`config.mk`:
```
export PLATFORM = sky130hd
export DESIGN_NAME = addsub_accumulator
export DESIGN_NICKNAME = d
export VERILOG_FILES = /design/src/rtl/addsub_pkg.sv /design/src/rtl/addsub_core.sv /design/src/rtl/addsub_accumulator.sv
export SDC_FILE = /design/constraint.sdc
export NUM_CORES = 1
export LEC_CHECK = 0
export CELL_PAD_IN_SITES_DETAIL_PLACEMENT = 0
export CELL_PAD_IN_SITES_GLOBAL_PLACEMENT = 1
export CORE_MARGIN = 10
export CORE_UTILIZATION = 32
export DETAILED_ROUTE_END_ITERATION = 10
export PLACE_DENSITY = 0.75
export SLEW_MARGIN = 20
export SYNTH_ARGS = -nofsm -noshare
export SYNTH_HDL_FRONTEND = slang
export SYNTH_HIERARCHICAL = 1
export SYNTH_SLANG_ARGS = --single-unit
```
`constraint.sdc`:
```
create_clock -name clk -period 2.2 [get_ports clk]
set_clock_uncertainty 0.1 [all_clocks]
set_input_delay 0.44 -clock clk [delete_from_list [all_inputs] [get_ports clk]]
set_output_delay 0.44 -clock clk [all_outputs]
set_load 0.005 [all_outputs]
```
`src/rtl/addsub_pkg.sv`:
```
// Shared types and helpers for the add/subtract datapath and its accumulator.
// Holds the FSM state enum, signed-limit constants and the signed-overflow rule.
package addsub_pkg;

    localparam int MAX_W = 64;

    typedef enum logic {
        ACC = 1'b0,
        OUT = 1'b1
    } state_t;

    function automatic logic [MAX_W-1:0] signed_max(input int n);
        logic [MAX_W-1:0] v;
        v = '0;
        for (int i = 0; i < MAX_W; i++) begin
            if (i < n - 1) v[i] = 1'b1;
        end
        return v;
    endfunction

    function automatic logic [MAX_W-1:0] signed_min(input int n);
        logic [MAX_W-1:0] v;
        v = '0;
        for (int i = 0; i < MAX_W; i++) begin
            if (i == n - 1) v[i] = 1'b1;
        end
        return v;
    endfunction

    // Overflow from the operand and result sign bits only, so it works at any width.
    function automatic logic addsub_ovf(input logic sub, input logic a_sign,
                                        input logic b_sign, input logic r_sign);
        if (sub) return (a_sign != b_sign) && (r_sign != a_sign);
        else     return (a_sign == b_sign) && (r_sign != a_sign);
    endfunction

endpackage

```
`src/rtl/addsub_core.sv`:
```
// Combinational N-bit two's-complement add/subtract with signed-overflow detect.
module addsub_core
    import addsub_pkg::*;
#(
    parameter int N = 8
) (
    input  logic [N-1:0] a,
    input  logic [N-1:0] b,
    input  logic         sub,
    output logic [N-1:0] sum,
    output logic         ovf
);

    assign sum = sub ? (a - b) : (a + b);
    assign ovf = addsub_ovf(sub, a[N-1], b[N-1], sum[N-1]);

endmodule

```
`src/rtl/addsub_accumulator.sv`:
```
// Burst accumulator: folds BURST signed operands into one sum with a sticky overflow flag.
// Define ADDSUB_ACC_SATURATE_EN to clamp to the signed limits instead of wrapping.
module addsub_accumulator
    import addsub_pkg::*;
#(
    parameter int N     = 8,
    parameter int BURST = 4
) (
    input  logic         clk,
    input  logic         rst_n,
    input  logic         clear,
    input  logic         in_valid,
    output logic         in_ready,
    input  logic [N-1:0] in_data,
    input  logic         in_sub,
    output logic         out_valid,
    input  logic         out_ready,
    output logic [N-1:0] acc_out,
    output logic         overflow,
    output logic         fsm_state
);

    // Handshake: a beat moves only in a cycle where valid && ready are both high;
    // in_ready and out_valid depend on state alone, never on the partner's signal.

    localparam int CW = $clog2(BURST + 1);
    localparam logic [CW-1:0] LAST = CW'(BURST - 1);

    state_t        state;
    state_t        state_next;
    logic [N-1:0]  acc;
    logic [N-1:0]  sum;
    logic [N-1:0]  acc_load;
    logic [CW-1:0] count;
    logic          ovf_flag;
    logic          step_ovf;
    logic          in_xfer;
    logic          out_xfer;

    addsub_core #(.N(N)) u_core (
        .a   (acc),
        .b   (in_data),
        .sub (in_sub),
        .sum (sum),
        .ovf (step_ovf)
    );

    assign in_ready  = (state == ACC);
    assign out_valid = (state == OUT);
    assign in_xfer   = in_valid && in_ready;
    assign out_xfer  = out_valid && out_ready;
    assign acc_out   = acc;
    assign overflow  = ovf_flag;
    assign fsm_state = logic'(state);

`ifdef ADDSUB_ACC_SATURATE_EN
    localparam logic [MAX_W-1:0] SMAX_W  = signed_max(N);
    localparam logic [MAX_W-1:0] SMIN_W  = signed_min(N);
    localparam logic [N-1:0]     SAT_MAX = SMAX_W[N-1:0];
    localparam logic [N-1:0]     SAT_MIN = SMIN_W[N-1:0];

    // Overflow can only push away from the sign of acc, so acc's sign picks the limit.
    always_comb begin
        acc_load = sum;
        if (step_ovf) acc_load = acc[N-1] ? SAT_MIN : SAT_MAX;
    end
`else
    always_comb begin
        acc_load = sum;
    end
`endif

    always_ff @(posedge clk or negedge rst_n) begin
        if (!rst_n) state <= ACC;
        else        state <= state_next;
    end

    always_comb begin
        state_next = state;
        if (clear) begin
            state_next = ACC;
        end else begin
            case (state)
                ACC:     if (in_xfer && count == LAST) state_next = OUT;
                OUT:     if (out_xfer) state_next = ACC;
                default: state_next = ACC;
            endcase
        end
    end

    always_ff @(posedge clk or negedge rst_n) begin
        if (!rst_n) begin
            acc      <= '0;
            count    <= '0;
            ovf_flag <= 1'b0;
        end else if (clear || out_xfer) begin
            acc      <= '0;
            count    <= '0;
            ovf_flag <= 1'b0;
        end else if (in_xfer) begin
            acc      <= acc_load;
            count    <= count + CW'(1);
            ovf_flag <= ovf_flag | step_ovf;
        end
    end

endmodule

```
==> impl_metrics.prom, run 1 <==
# TYPE chip_impl_metric gauge
chip_impl_metric{name="leakage",unit="nW"} 0.753
chip_impl_metric{name="grt_antenna_before_repair",unit=""} 0
chip_impl_metric{name="die_height",unit="microns"} 77
chip_impl_metric{name="ys_async_sr_fraction",unit="%"} 100
chip_impl_metric{name="synthesis.instances",unit=""} 114
chip_impl_metric{name="synth_area",unit="sq um"} 1040
chip_impl_metric{name="ctsLongestPathBuffers",unit=""} 2
chip_impl_info{name="crit_chain",value="clkdlybuf4s15_2 > nor3_4 > a31oi_4 > xnor2_1 > ha_1 > a21oi_2 > o21ai_1 > a31oi_1 > xnor2_1 > mux2i_1 > a21oi_1 > nor2_1"} 1
chip_impl_metric{name="setup_ws_post_layout",unit="ns"} -0.118
chip_impl_metric{name="synth-edff-count",unit=""} 0
chip_impl_metric{name="vias_per_cell",unit=""} 4.82
chip_impl_metric{name="via_count",unit=""} 1017
chip_impl_metric{name="drt_drc_violations_left",unit=""} 0
chip_impl_info{name="status",value="finished, violations left"} 1
chip_impl_metric{name="worst_ep_arrival_time",unit="ns"} 2.41
chip_impl_info{name="violations",value="negative setup slack"} 1
chip_impl_metric{name="cts_buffers",unit=""} 3
chip_impl_metric{name="synth_cell_types",unit=""} 27
chip_impl_metric{name="cts_num_sinks",unit=""} 13
chip_impl_metric{name="vdd_ir_drop_max",unit="mV"} 0.423
chip_impl_metric{name="crit_buf_inv",unit=""} 1
chip_impl_info{name="critPathMostFrequentCell",value="xnor2_1"} 1
chip_impl_metric{name="worst_slew_margin_rel",unit="%"} 62.0
chip_impl_metric{name="grt_pass1_wl",unit="microns"} 4530
chip_impl_metric{name="layout-drive-gt1-share",unit="%"} 36.5
chip_impl_metric{name="grt_util_all_layers",unit="%"} 8.88
chip_impl_metric{name="die_width",unit="microns"} 77
chip_impl_info{name="cts-root-buf",value="clkbuf_4"} 1
chip_impl_metric{name="diodes",unit=""} 0
chip_impl_metric{name="num-nets-final",unit=""} 193
chip_impl_metric{name="max_stage_delay",unit="ns"} 0.34
chip_impl_metric{name="buffer_ports.inserted",unit=""} 25
chip_impl_info{name="final_common_cell",value="buf_4"} 1
chip_impl_metric{name="route.antenna.remaining_nets",unit=""} 0
chip_impl_metric{name="synthesis.nets",unit=""} 139
chip_impl_metric{name="slew_violations",unit=""} 0
chip_impl_info{name="tritoncts",value="yes"} 1
chip_impl_info{name="critPathSlowestCell",value="ha_1"} 1
chip_impl_info{name="grt-busiest-layer",value="met2"} 1
chip_impl_info{name="ys.flop_type",value="dfrtp_1"} 1
chip_impl_metric{name="grt_start_max_net_pins",unit=""} 14
chip_impl_metric{name="global_route.usage.met2",unit="%"} 14.9
chip_impl_metric{name="dp_cells",unit=""} 199
chip_impl_info{name="timing.critical_path.from_type",value="input port"} 1
chip_impl_metric{name="drv_cap",unit=""} 0
chip_impl_metric{name="placer_s_final_routability_congestion_estimate",unit=""} 0.756
chip_impl_metric{name="synth.avg_cell_area",unit="sq um"} 9.12
chip_impl_metric{name="path_clk_slew",unit="ns"} 0.07
chip_impl_metric{name="fp-row-count",unit=""} 20
chip_impl_metric{name="grt_pass1_vias",unit=""} 1029
chip_impl_metric{name="timing_worst_slew_pin_value",unit="ns"} 0.569
chip_impl_metric{name="core",unit="sq um"} 3080
chip_impl_metric{name="routed_wl",unit="microns"} 2710
chip_impl_metric{name="final.period_utilization",unit="%"} 105
chip_impl_info{name="hold_class",value="in -> async"} 1
chip_impl_info{name="layout_common_cells",value="buf_4 (27), clkdlybuf4s50_1 (18), nor2_1 (14)"} 1
chip_impl_metric{name="finalNonFillerCells",unit=""} 211
chip_impl_metric{name="synth.yosys.warnings",unit=""} 6
chip_impl_metric{name="max_freq",unit="MHz"} 431
chip_impl_metric{name="met1_usage",unit="%"} 10.1
chip_impl_metric{name="globalRouteMet3Util",unit="%"} 4.31
chip_impl_metric{name="cts.htree.levels",unit=""} 1
chip_impl_metric{name="placement.cell_area",unit="sq um"} 1510
chip_impl_metric{name="drt_pass1_iterations",unit=""} 4
chip_impl_metric{name="post-route-min-period",unit="ns"} 2.32
chip_impl_info{name="crit_start",value="in_data[4]"} 1
chip_impl_info{name="endpoint_kind",value="flop"} 1
chip_impl_metric{name="power_per_cell_area",unit="nW/um^2"} 617
chip_impl_metric{name="total_power_after_layout",unit="mW"} 1.04
chip_impl_info{name="grt_setup_unrepaired",value="yes"} 1
chip_impl_info{name="reg2reg_from",value="acc_out[0]$_DFFE_PN0P_"} 1
chip_impl_metric{name="synth_seq_area_share",unit="%"} 31.3
chip_impl_metric{name="die_area",unit="sq um"} 5930
chip_impl_metric{name="flow.area_growth_from_synthesis",unit="%"} 61.6
chip_impl_metric{name="finalHoldViolCount",unit=""} 0
chip_impl_metric{name="boundaryPins",unit=""} 26
chip_impl_metric{name="timing.final.setup_violations",unit=""} 3
chip_impl_info{name="crit_type",value="in -> reg"} 1
chip_impl_metric{name="initial_utilization",unit="%"} 33.8
chip_impl_metric{name="iteration_0_drc_count_of_the_detailed_router",unit=""} 43
chip_impl_metric{name="worstPathMaxFanout",unit=""} 4
chip_impl_metric{name="timing.setup.tns",unit="ns"} -0.278
chip_impl_metric{name="worst-endpoint-required",unit="ns"} 2.30
chip_impl_metric{name="layout.cell_area.non_filler",unit="sq um"} 1680
chip_impl_info{name="worst_path_dominant_cell_family",value="compound AO/OA/AOI/OAI gates"} 1
chip_impl_metric{name="clkLatencyLatePin",unit="ns"} 0.27
chip_impl_metric{name="wl_per_cell",unit="microns"} 12.8
chip_impl_metric{name="synth.ff_latch_count",unit=""} 13
chip_impl_metric{name="dp.final_hpwl",unit="microns"} 2120
chip_impl_metric{name="gr-total-overflow",unit=""} 0
==> routing by layer <==
layer	up-vias	share of wire [%]	wire length (microns)
met5	-	0	0
met2	17	51	1380
met4	0	0	0
li1	496	-	-
met3	0	6.8	183
met1	504	42	1140
==> path summary, 6_finish.rpt <==
path / slack, ns / end / cells after the start
worst min register to register: 0.45 / count[1]$_DFFE_PN0P_ / 2
worst max register to register: -0.06 / acc_out[6]$_DFFE_PN0P_ / 11
worst min-delay path: 0.43 / count[0]$_DFFE_PN0P_ / 1
worst max-delay path: -0.12 / overflow$_DFFE_PN0P_ / 12
max in group asynchronous: 1.20 / acc_out[5]$_DFFE_PN0P_ / 1
min in group clk: 0.45 / count[1]$_DFFE_PN0P_ / 2
==> per-stage QoR <==
step | hold slack, ns | utilization, % | setup slack [ns]
2_1_floorplan | 0.0444 | - | -0.0633
3_3_place_gp | 0.411 | 49.2 | -0.861
3_5_place_dp | 0.442 | 49.2 | -0.955
4_1_cts | 0.442 | 53.8 | -0.156
5_1_grt | 0.467 | 54.6 | -0.229
6_report | 0.429 | 54.6 | -0.118
==> report_power, final <==
group | internal (mW) | switching [mW]
sequential | 0.272 | 0.0341
combinational | 0.345 | 0.243
clock | 0.0703 | 0.0724
==> synth_stat cells (2+ instances only) <==
cell      count  area [sq um]
nor2_1       15          56.3
xor2_1        3          26.3
xnor2_1      11          96.3
nand2_1       4          15.0
dfrtp_1      13           325
nand2b_1      3          18.8
or2_2         2          12.5
o211ai_1      2          15.0
buf_4         2          15.0
ha_1         10           125
a21oi_1      10          50.1
inv_1        11          41.3
mux2i_1       3          30.0
nor3_2        2          20.0
a31oi_1       3          18.8
a22oi_1       9          67.6
==> cell families after synthesis <==
logic type,Yosys count,share of synthesized area [%]
AOI/OAI and AO/OA,29,18.4
xor gates and xnor gates,14,11.8
adders and majority gates,11,14.0
buffers and inverters,15,6.26
DFF,13,31.3
muxes,4,5.05
and+or+nand+nor,28,13.2
==> sequential cells by signal, summed over array words and instances (netlist names) <==
| signal | cells |
|---|---|
| acc_out | 8 |
| count | 3 |
| fsm_state | 1 |
| overflow | 1 |
==> what timing repair did <==
action	4_1_cts	5_1_grt
pin swaps	23	17
hold buffers	0	0
gates cloned	0	0
setup endpoints to repair	8	3
gates resized for setup	38	6
setup buffers	5	4
==> cell type report <==
| cell class | instances | area (sq um) |
|---|---|---|
| timing repair buffer | 53 | 472 |
| multi-input combinational | 86 | 743 |
| fill | 284 | 1400 |
| clock buffer | 4 | 26.3 |
| inverter | 11 | 58.8 |
| sequential | 13 | 325 |
| tap | 44 | 55.1 |
Note: power is estimated with default switching activity, not from simulation.
==> run 2, diff against run 1 <==
- CORE_UTILIZATION: 32 -> 39
- PLACE_DENSITY: 0.75 -> 0.85
- clock period: 2.2 -> 2.86 ns (I/O delays scaled with it)
==> impl_metrics.prom, run 2 (synthesized netlist as in run 1, its figures left out) <==
# TYPE chip_impl_metric gauge
chip_impl_metric{name="timing.final.setup_violations",unit=""} 0
chip_impl_metric{name="path_clk_slew",unit="ns"} 0.08
chip_impl_info{name="hold_class",value="reg -> reg"} 1
chip_impl_metric{name="finalNonFillerCells",unit=""} 187
chip_impl_metric{name="worst-r2r-setup-slack",unit="ns"} 0.63
chip_impl_metric{name="max_freq",unit="MHz"} 400
chip_impl_metric{name="worstPathMaxFanout",unit=""} 3
chip_impl_metric{name="dp.final_hpwl",unit="microns"} 2100
chip_impl_info{name="cts-root-buf",value="clkbuf_4"} 1
chip_impl_metric{name="ctsLongestPathBuffers",unit=""} 2
chip_impl_metric{name="dp_cells",unit=""} 182
chip_impl_info{name="status",value="finished, final reports clean"} 1
chip_impl_info{name="timing.critical_path.from_type",value="input port"} 1
chip_impl_metric{name="grt_start_max_net_pins",unit=""} 14
chip_impl_metric{name="fp-row-count",unit=""} 18
chip_impl_metric{name="finalHoldViolCount",unit=""} 0
chip_impl_metric{name="grt_pass1_vias",unit=""} 972
chip_impl_metric{name="post-route-min-period",unit="ns"} 2.50
chip_impl_info{name="endpoint_kind",value="flop"} 1
chip_impl_metric{name="setup_ws_post_layout",unit="ns"} 0.358
chip_impl_metric{name="final.period_utilization",unit="%"} 87.5
chip_impl_metric{name="drt_drc_violations_left",unit=""} 0
chip_impl_metric{name="ctsHoldBuffers",unit=""} 0
chip_impl_metric{name="timing.setup.tns",unit="ns"} 0
chip_impl_metric{name="core",unit="sq um"} 2500
chip_impl_metric{name="via_count",unit=""} 940
chip_impl_metric{name="worst-endpoint-required",unit="ns"} 2.96
chip_impl_metric{name="drt_pass1_iterations",unit=""} 5
chip_impl_info{name="layout_common_cells",value="clkdlybuf4s50_1 (18), buf_4 (18), nor2_1 (15)"} 1
chip_impl_metric{name="cts_buffers",unit=""} 3
chip_impl_metric{name="num-nets-final",unit=""} 183
chip_impl_metric{name="iteration_0_drc_count_of_the_detailed_router",unit=""} 47
chip_impl_metric{name="power_per_cell_area",unit="nW/um^2"} 484
chip_impl_metric{name="routed_wl",unit="microns"} 2630
chip_impl_metric{name="layout-drive-gt1-share",unit="%"} 22.3
chip_impl_metric{name="vias_per_cell",unit=""} 5.03
chip_impl_metric{name="die_area",unit="sq um"} 5130
chip_impl_metric{name="cts.htree.levels",unit=""} 1
chip_impl_metric{name="die_width",unit="microns"} 71.6
chip_impl_metric{name="worst_ep_arrival_time",unit="ns"} 2.60
chip_impl_metric{name="clkPwrFrac",unit="%"} 15.7
chip_impl_metric{name="cts_num_sinks",unit=""} 13
chip_impl_metric{name="vdd_ir_drop_max",unit="mV"} 0.348
chip_impl_metric{name="grt_antenna_before_repair",unit=""} 0
chip_impl_metric{name="largest_register_ffs",unit=""} 8
chip_impl_metric{name="clkLatencyLatePin",unit="ns"} 0.27
chip_impl_metric{name="grt_util_all_layers",unit="%"} 10.1
chip_impl_metric{name="buffer_ports.inserted",unit=""} 25
chip_impl_metric{name="total_power_after_layout",unit="mW"} 0.730
chip_impl_info{name="crit_type",value="in -> reg"} 1
chip_impl_metric{name="share_comb_of_total_power",unit="%"} 52.1
chip_impl_metric{name="p_sw",unit="mW"} 0.252
chip_impl_metric{name="route.antenna.remaining_nets",unit=""} 0
chip_impl_info{name="tritoncts",value="yes"} 1
chip_impl_metric{name="grt_pass1_wl",unit="microns"} 4390
chip_impl_metric{name="sw_frac_of_total",unit="%"} 34.4
chip_impl_metric{name="flow.area_growth_from_synthesis",unit="%"} 45.1
chip_impl_metric{name="placer_s_final_routability_congestion_estimate",unit=""} 0.811
chip_impl_metric{name="gr-total-overflow",unit=""} 0
chip_impl_metric{name="internal_power",unit="mW"} 0.479
chip_impl_metric{name="drv_cap",unit=""} 0
chip_impl_metric{name="detailedPlace.worstSlack",unit="ns"} -0.315
chip_impl_metric{name="leakage",unit="nW"} 0.739
chip_impl_metric{name="initial_utilization",unit="%"} 41.6
chip_impl_metric{name="worst_slew_margin_rel",unit="%"} 60.0
chip_impl_metric{name="slew_violations",unit=""} 0
chip_impl_metric{name="boundaryPins",unit=""} 26
chip_impl_metric{name="timing_worst_slew_pin_value",unit="ns"} 0.597
chip_impl_info{name="grt_setup_unrepaired",value="no"} 1
chip_impl_metric{name="fin_hold_ws",unit="ns"} 0.446
chip_impl_metric{name="wl_per_cell",unit="microns"} 14.1
chip_impl_metric{name="die_height",unit="microns"} 71.6
chip_impl_metric{name="seqPwrFrac",unit="%"} 32.2
chip_impl_metric{name="diodes",unit=""} 0
run 2: repair_timing:
item                       in CTS  in global routing
pin swaps                       2                 12
buffers inserted                0                  1
setup endpoints to repair       2                  3
resized for setup               2                 12
run 2: metrics by stage:
step	utilization, %	area [sq um]
floorplan	-	1040
global placement	57.3	1430
detailed placement	57.3	1430
CTS	58.7	1470
global route	60.4	1510
finish	60.4	1510
run 2: final timing paths:
kind | startpoint | end | depth (start not counted)
setup / recovery | in_data[1] | overflow$_DFFE_PN0P_ | 13
hold / removal | count[1]$_DFFE_PN0P_ | count[1]$_DFFE_PN0P_ | 2
setup reg to reg | acc_out[0]$_DFFE_PN0P_ | acc_out[6]$_DFFE_PN0P_ | 11
hold reg to reg | count[1]$_DFFE_PN0P_ | count[1]$_DFFE_PN0P_ | 2
max in group asynchronous | rst_n | count[2]$_DFFE_PN0P_ | 1
min in group asynchronous | rst_n | acc_out[4]$_DFFE_PN0P_ | 1
run 2: layout make-up:
| class | count | area (sq um) |
|---|---|---|
| multi-input cells | 86 | 676 |
| fillers | 212 | 991 |
| well taps | 30 | 37.5 |
| clock buffers | 4 | 26.3 |
| repair buffers | 43 | 403 |
| inverters | 11 | 41.3 |
| flip-flops and latches | 13 | 325 |
run 2: per-layer routing:
metal / track usage, % / wire, microns / up-vias
met5: 0 / 0 / -
met4: 1.94 / 30 / 0
met3: 3.72 / 156 / 4
met2: 18.3 / 1350 / 19
met1: 11.0 / 1100 / 443
li1: - / - / 474
run 2: power groups by stage:
stage / Clock, mW / Combinational, mW / Sequential [mW]
global route: 0.128 / 0.422 / 0.238
CTS: 0.120 / 0.374 / 0.235
finish: 0.115 / 0.381 / 0.235
detailed placement: 0 / 0.369 / 0.238
floorplan: 0 / 0.210 / 0.234
global placement: 0 / 0.357 / 0.237
run 2: worst max-delay path, stage by stage:
cell and delay [ns]:
dlymetal6s2s_1 0.14, buf_4 0.14, nor3_2 0.25, a21oi_1 0.12, xnor2_1 0.13, ha_1 0.31
nand2_1 0.06, o21ai_0 0.17, a31oi_1 0.08, xnor2_1 0.24, mux2i_1 0.21, a21oi_1 0.07
nor2_1 0.11
==> RTL edit 1, RTL diff (flow settings as in run 2) <==
Add a define of `ADDSUB_ACC_SATURATE_EN`.
--- a/src/rtl/addsub_accumulator.sv
+++ b/src/rtl/addsub_accumulator.sv
@@ -1,5 +1,7 @@
 // Burst accumulator: folds BURST signed operands into one sum with a sticky overflow flag.
 // Define ADDSUB_ACC_SATURATE_EN to clamp to the signed limits instead of wrapping.
+`define ADDSUB_ACC_SATURATE_EN
+
 module addsub_accumulator
     import addsub_pkg::*;
 #(
Formal check against the unedited RTL: not equivalent (Yosys sat finds a counterexample within 4 cycles, from zero or initial values and one cycle with rst_n low).
==> RTL edit 1 against run 2 <==
Power up 44%; largest cell class unchanged; the flow now finishes with violations (setup timing); count of clock-buffer cells in the layout down 1; routed wire length up 13%; setup slack worse by 0.36 ns; final area up 13%; fmax down 13%; synthesized area up 3.9%; sequential cell count unchanged; sequential power up 9.8%.
==> RTL edit 1: results (changes against run 2) <==
* Setup tns final at -0.00158 ns (-0.00158 ns)
* Setup Viol. Count Final at 1 (+1)
* Hold_sp: overflow$_DFFE_PN0P_
* Top post-synthesis cells by count: 17 x a21oi_1, 14 x o21ai_0, 13 x dfrtp_1
* Pleak at 0.798 nW (+8.0%)
* FF-to-FF path depth at 10 (-1)
* Gpl congestion at 0.761 (-6.1%)
* Multiplexer area fraction after synthesis at 4.63% (-0.42 points)
* Starting DRT DRC Count at 44 (-6.4%)
* Sequential share of power at 24.5% (-7.7 points)
* Worst-path fanout max at 7 (+4)
* Failing checks: setup timing
* Worst min-delay path endpoint: overflow$_DFFE_PN0P_
* Resized Gates After CTS at 43 (+41)
* All-layer global routing usage at 11.4% (+1.3 points)
* # Post-CTS Setup Buffers at 8 (+8)
* Status: finished, violations left
* Top post-synthesis cells by area: dfrtp_1 30%, ha_1 12%, xnor2_1 9.7%
* Combinational power share at 64.9% (+13 points)
* Combinational logic power at 0.684 mW (+80%)
* Net count, final at 205 (+12%)
* CP Capture Point: acc_out[0]$_DFFE_PN0P_
* Max incr delay on CP at 0.35 ns (+0.04 ns)
* Net Count, Synth at 147 (+5.8%)
* Setup crit start: in_sub
* Post-synthesis sequential area ratio at 30.1% (-1.2 points)
* Post-synthesis xor/xnor area fraction at 12.2% (+0.37 points)
* Placed wire-length estimate at 2.28 mm (+8.8%)
* Worst Slack Setup Final at -0.00158 ns (-0.359 ns)
* Slew margin rel. at 61.0% (+1.0 points)
* Vias in the first global route at 1121 (+15%)
* Wire length per cell at 14.2 µm (+0.77%)
* Worst EP arrival at 2.92 ns (+0.32 ns)
* Synth Area in Compound Gates at 21.2% (+2.8 points)
* First-pass GRT wire length at 4.97 mm (+13%)
* Adder-cell share of the synthesized area at 13.4% (-0.52 points)
* Setup slack, reg-to-reg at 0.43 ns (-0.20 ns)
* Largest net degree at the start of global routing at 20 (+6)
==> RTL edit 1: changes by cell type after synthesis, sizes merged, moves of 2 or more <==
cell / run 2 / this run
o21ai: 1 / 14
a22oi: 9 / 0
a21oi: 10 / 17
nor2: 15 / 10
buf: 3 / 5
==> RTL edit 1: layer usage <==
| layer | part of all wire (%) | up-vias | GRT usage, % |
|---|---|---|---|
| li1 | - | 533 | - |
| met1 | 38 | 501 | 12.0 |
| met2 | 56 | 21 | 21.1 |
| met3 | 4.9 | 6 | 2.99 |
| met4 | 1.5 | 0 | 4.01 |
| met5 | 0 | - | 0 |
==> RTL edit 1: area by class of cell <==
cell class,count,area [µm²]
well taps,31,38.8
flip-flops and latches,13,325
clock inverters,1,5.00
inverters,12,45.0
multi-input cells,92,776
repair buffers,58,489
clock buffers,3,22.5
fillers,231,1010
==> RTL edit 1: per-stage QoR <==
stage	instances	setup slack, ns
global placement	196	-0.619
global route	210	-0.137
CTS	208	-0.0197
finish	210	-0.00158
floorplan	122	0.00228
detailed placement	196	-0.781
==> RTL edit 2, RTL diff (flow settings as in run 2) <==
Without the edit above. Put one more register stage on the output `overflow`, with the module's reset. The value now appears one clock later. The other outputs are not delayed to match. Comments in the files are not updated.
--- a/src/rtl/addsub_accumulator.sv
+++ b/src/rtl/addsub_accumulator.sv
@@ -50,7 +50,13 @@
     assign in_xfer   = in_valid && in_ready;
     assign out_xfer  = out_valid && out_ready;
     assign acc_out   = acc;
-    assign overflow  = ovf_flag;
+    always_ff @(posedge clk or negedge rst_n) begin
+        if (!rst_n) begin
+            overflow <= '0;
+        end else begin
+            overflow <= ovf_flag;
+        end
+    end
     assign fsm_state = logic'(state);
 
 `ifdef ADDSUB_ACC_SATURATE_EN
Check against the original RTL: not equivalent (a bounded check fails within 4 cycles, from zero or initial values and one cycle with rst_n low).
==> RTL edit 2 against run 2 <==
Routed wire length is 14% higher; sequential cell count is 1 higher; power is 26% higher; global-route usage is 1.0 points higher; critical path depth stayed put; synthesized area is 16% higher; final area is 13% higher; setup slack worse by 0.21 ns; core utilization is 3.7 points lower; count of clock-buffer cells in the layout is 1 lower.
==> RTL edit 2: results (changes against run 2) <==
* Seq cells post-synth at 14 (+1)
* Metal2 WL at 1.55 mm (+15%)
* Starting DRT DRC Count at 39 (-17%)
* Comb_multi_in at 85 (-1.2%)
* Count leader, synth: inv_1
* Pre-antenna DRT Iters at 6 (+1)
* Post-synthesis xor/xnor area fraction at 10.9% (-0.87 points)
* Register Area at 350 µm² (+7.7%)
* Worst vdd ir at 0.193 mV (-44%)
* Fillers at 293 (+38%)
* Placed wire-length estimate at 2.29 mm (+8.9%)
* Fraction of area in multi-input gates at 46.0% (+1.2 points)
* Worst Setup Slack post-DPL at -0.414 ns (-0.0997 ns)
* Top post-synthesis cells by count: 21 x inv_1, 14 x dfrtp_1, 12 x xnor2_1
* Clock Power Share at 11.6% (-4.1 points)
* Setup slack, reg-to-reg at 0.58 ns (-0.05 ns)
* M1 GR Usage at 11.7% (+0.63 points)
* Worst-Margin Slew at 0.708 ns (+0.111 ns)
* Average cell area after synthesis at 9.47 µm² (+3.8%)
* Buffer share of cell area at 25.1% (-1.6 points)
* CP required at 2.97 ns (about the same)
* Fin crit share at 94.8% (+7.3 points)
* Switching part of the total at 34.8% (+0.33 points)
* Clock tree cell share of total cell area at 1.32% (-0.42 points)
* Dpl cell area at 0.00157 mm² (+10%)
* Post-synthesis sequential area ratio at 29.1% (-2.2 points)
* Combinational logic power at 0.532 mW (+40%)
* Met2 Usage GRT at 20.8% (+2.4 points)
* Largest net degree at the start of global routing at 15 (+1)
* Hold WS at 0.275 ns (-0.171 ns)
* Multiplexer area fraction after synthesis at 9.16% (+4.1 points)
* Count of cell types in the netlist at 31 (+15%)
* Net Count, Synth at 152 (+9.4%)
* Sequential share of cell area at 20.6% (-0.97 points)
* FP Rows at 20 (+2)
* Wire length per cell at 14.7 µm (+4.7%)
* Status: complete, no violations
* Non-clk bufs at 47 (+9.3%)
* Routed vias/inst at 5.12 (+1.8%)
## RTL edit 2: changes by cell type in the layout (fill, tap and decap cells not counted), moves of 3 or more
cell and change:
inv_1 +10, nor2_1 -11, a22oi_1 -9, dlymetal6s2s_1 -3, o32ai_1 +10, mux2i_1 +8
buf_4 +3
## RTL edit 2: final timing paths
path / cells past startpoint / startpoint / to
worst min-delay path: 0 / ovf_flag$_DFFE_PN0P_ / overflow$_DFF_PN0_
worst max register to register: 11 / acc_out[0]$_DFFE_PN0P_ / acc_out[6]$_DFFE_PN0P_
max in group asynchronous: 1 / rst_n / acc_out[4]$_DFFE_PN0P_
worst max-delay path: 13 / in_data[1] / ovf_flag$_DFFE_PN0P_
min in group asynchronous: 1 / rst_n / count[0]$_DFFE_PN0P_
worst min register to register: 0 / ovf_flag$_DFFE_PN0P_ / overflow$_DFF_PN0_
## RTL edit 2: what timing repair did
item / 4_1_cts / 5_1_grt
setup endpoints to repair: 1 / 3
buffers inserted: 2 / 2
pin swaps: 9 / 14
gates resized for setup: 7 / 14
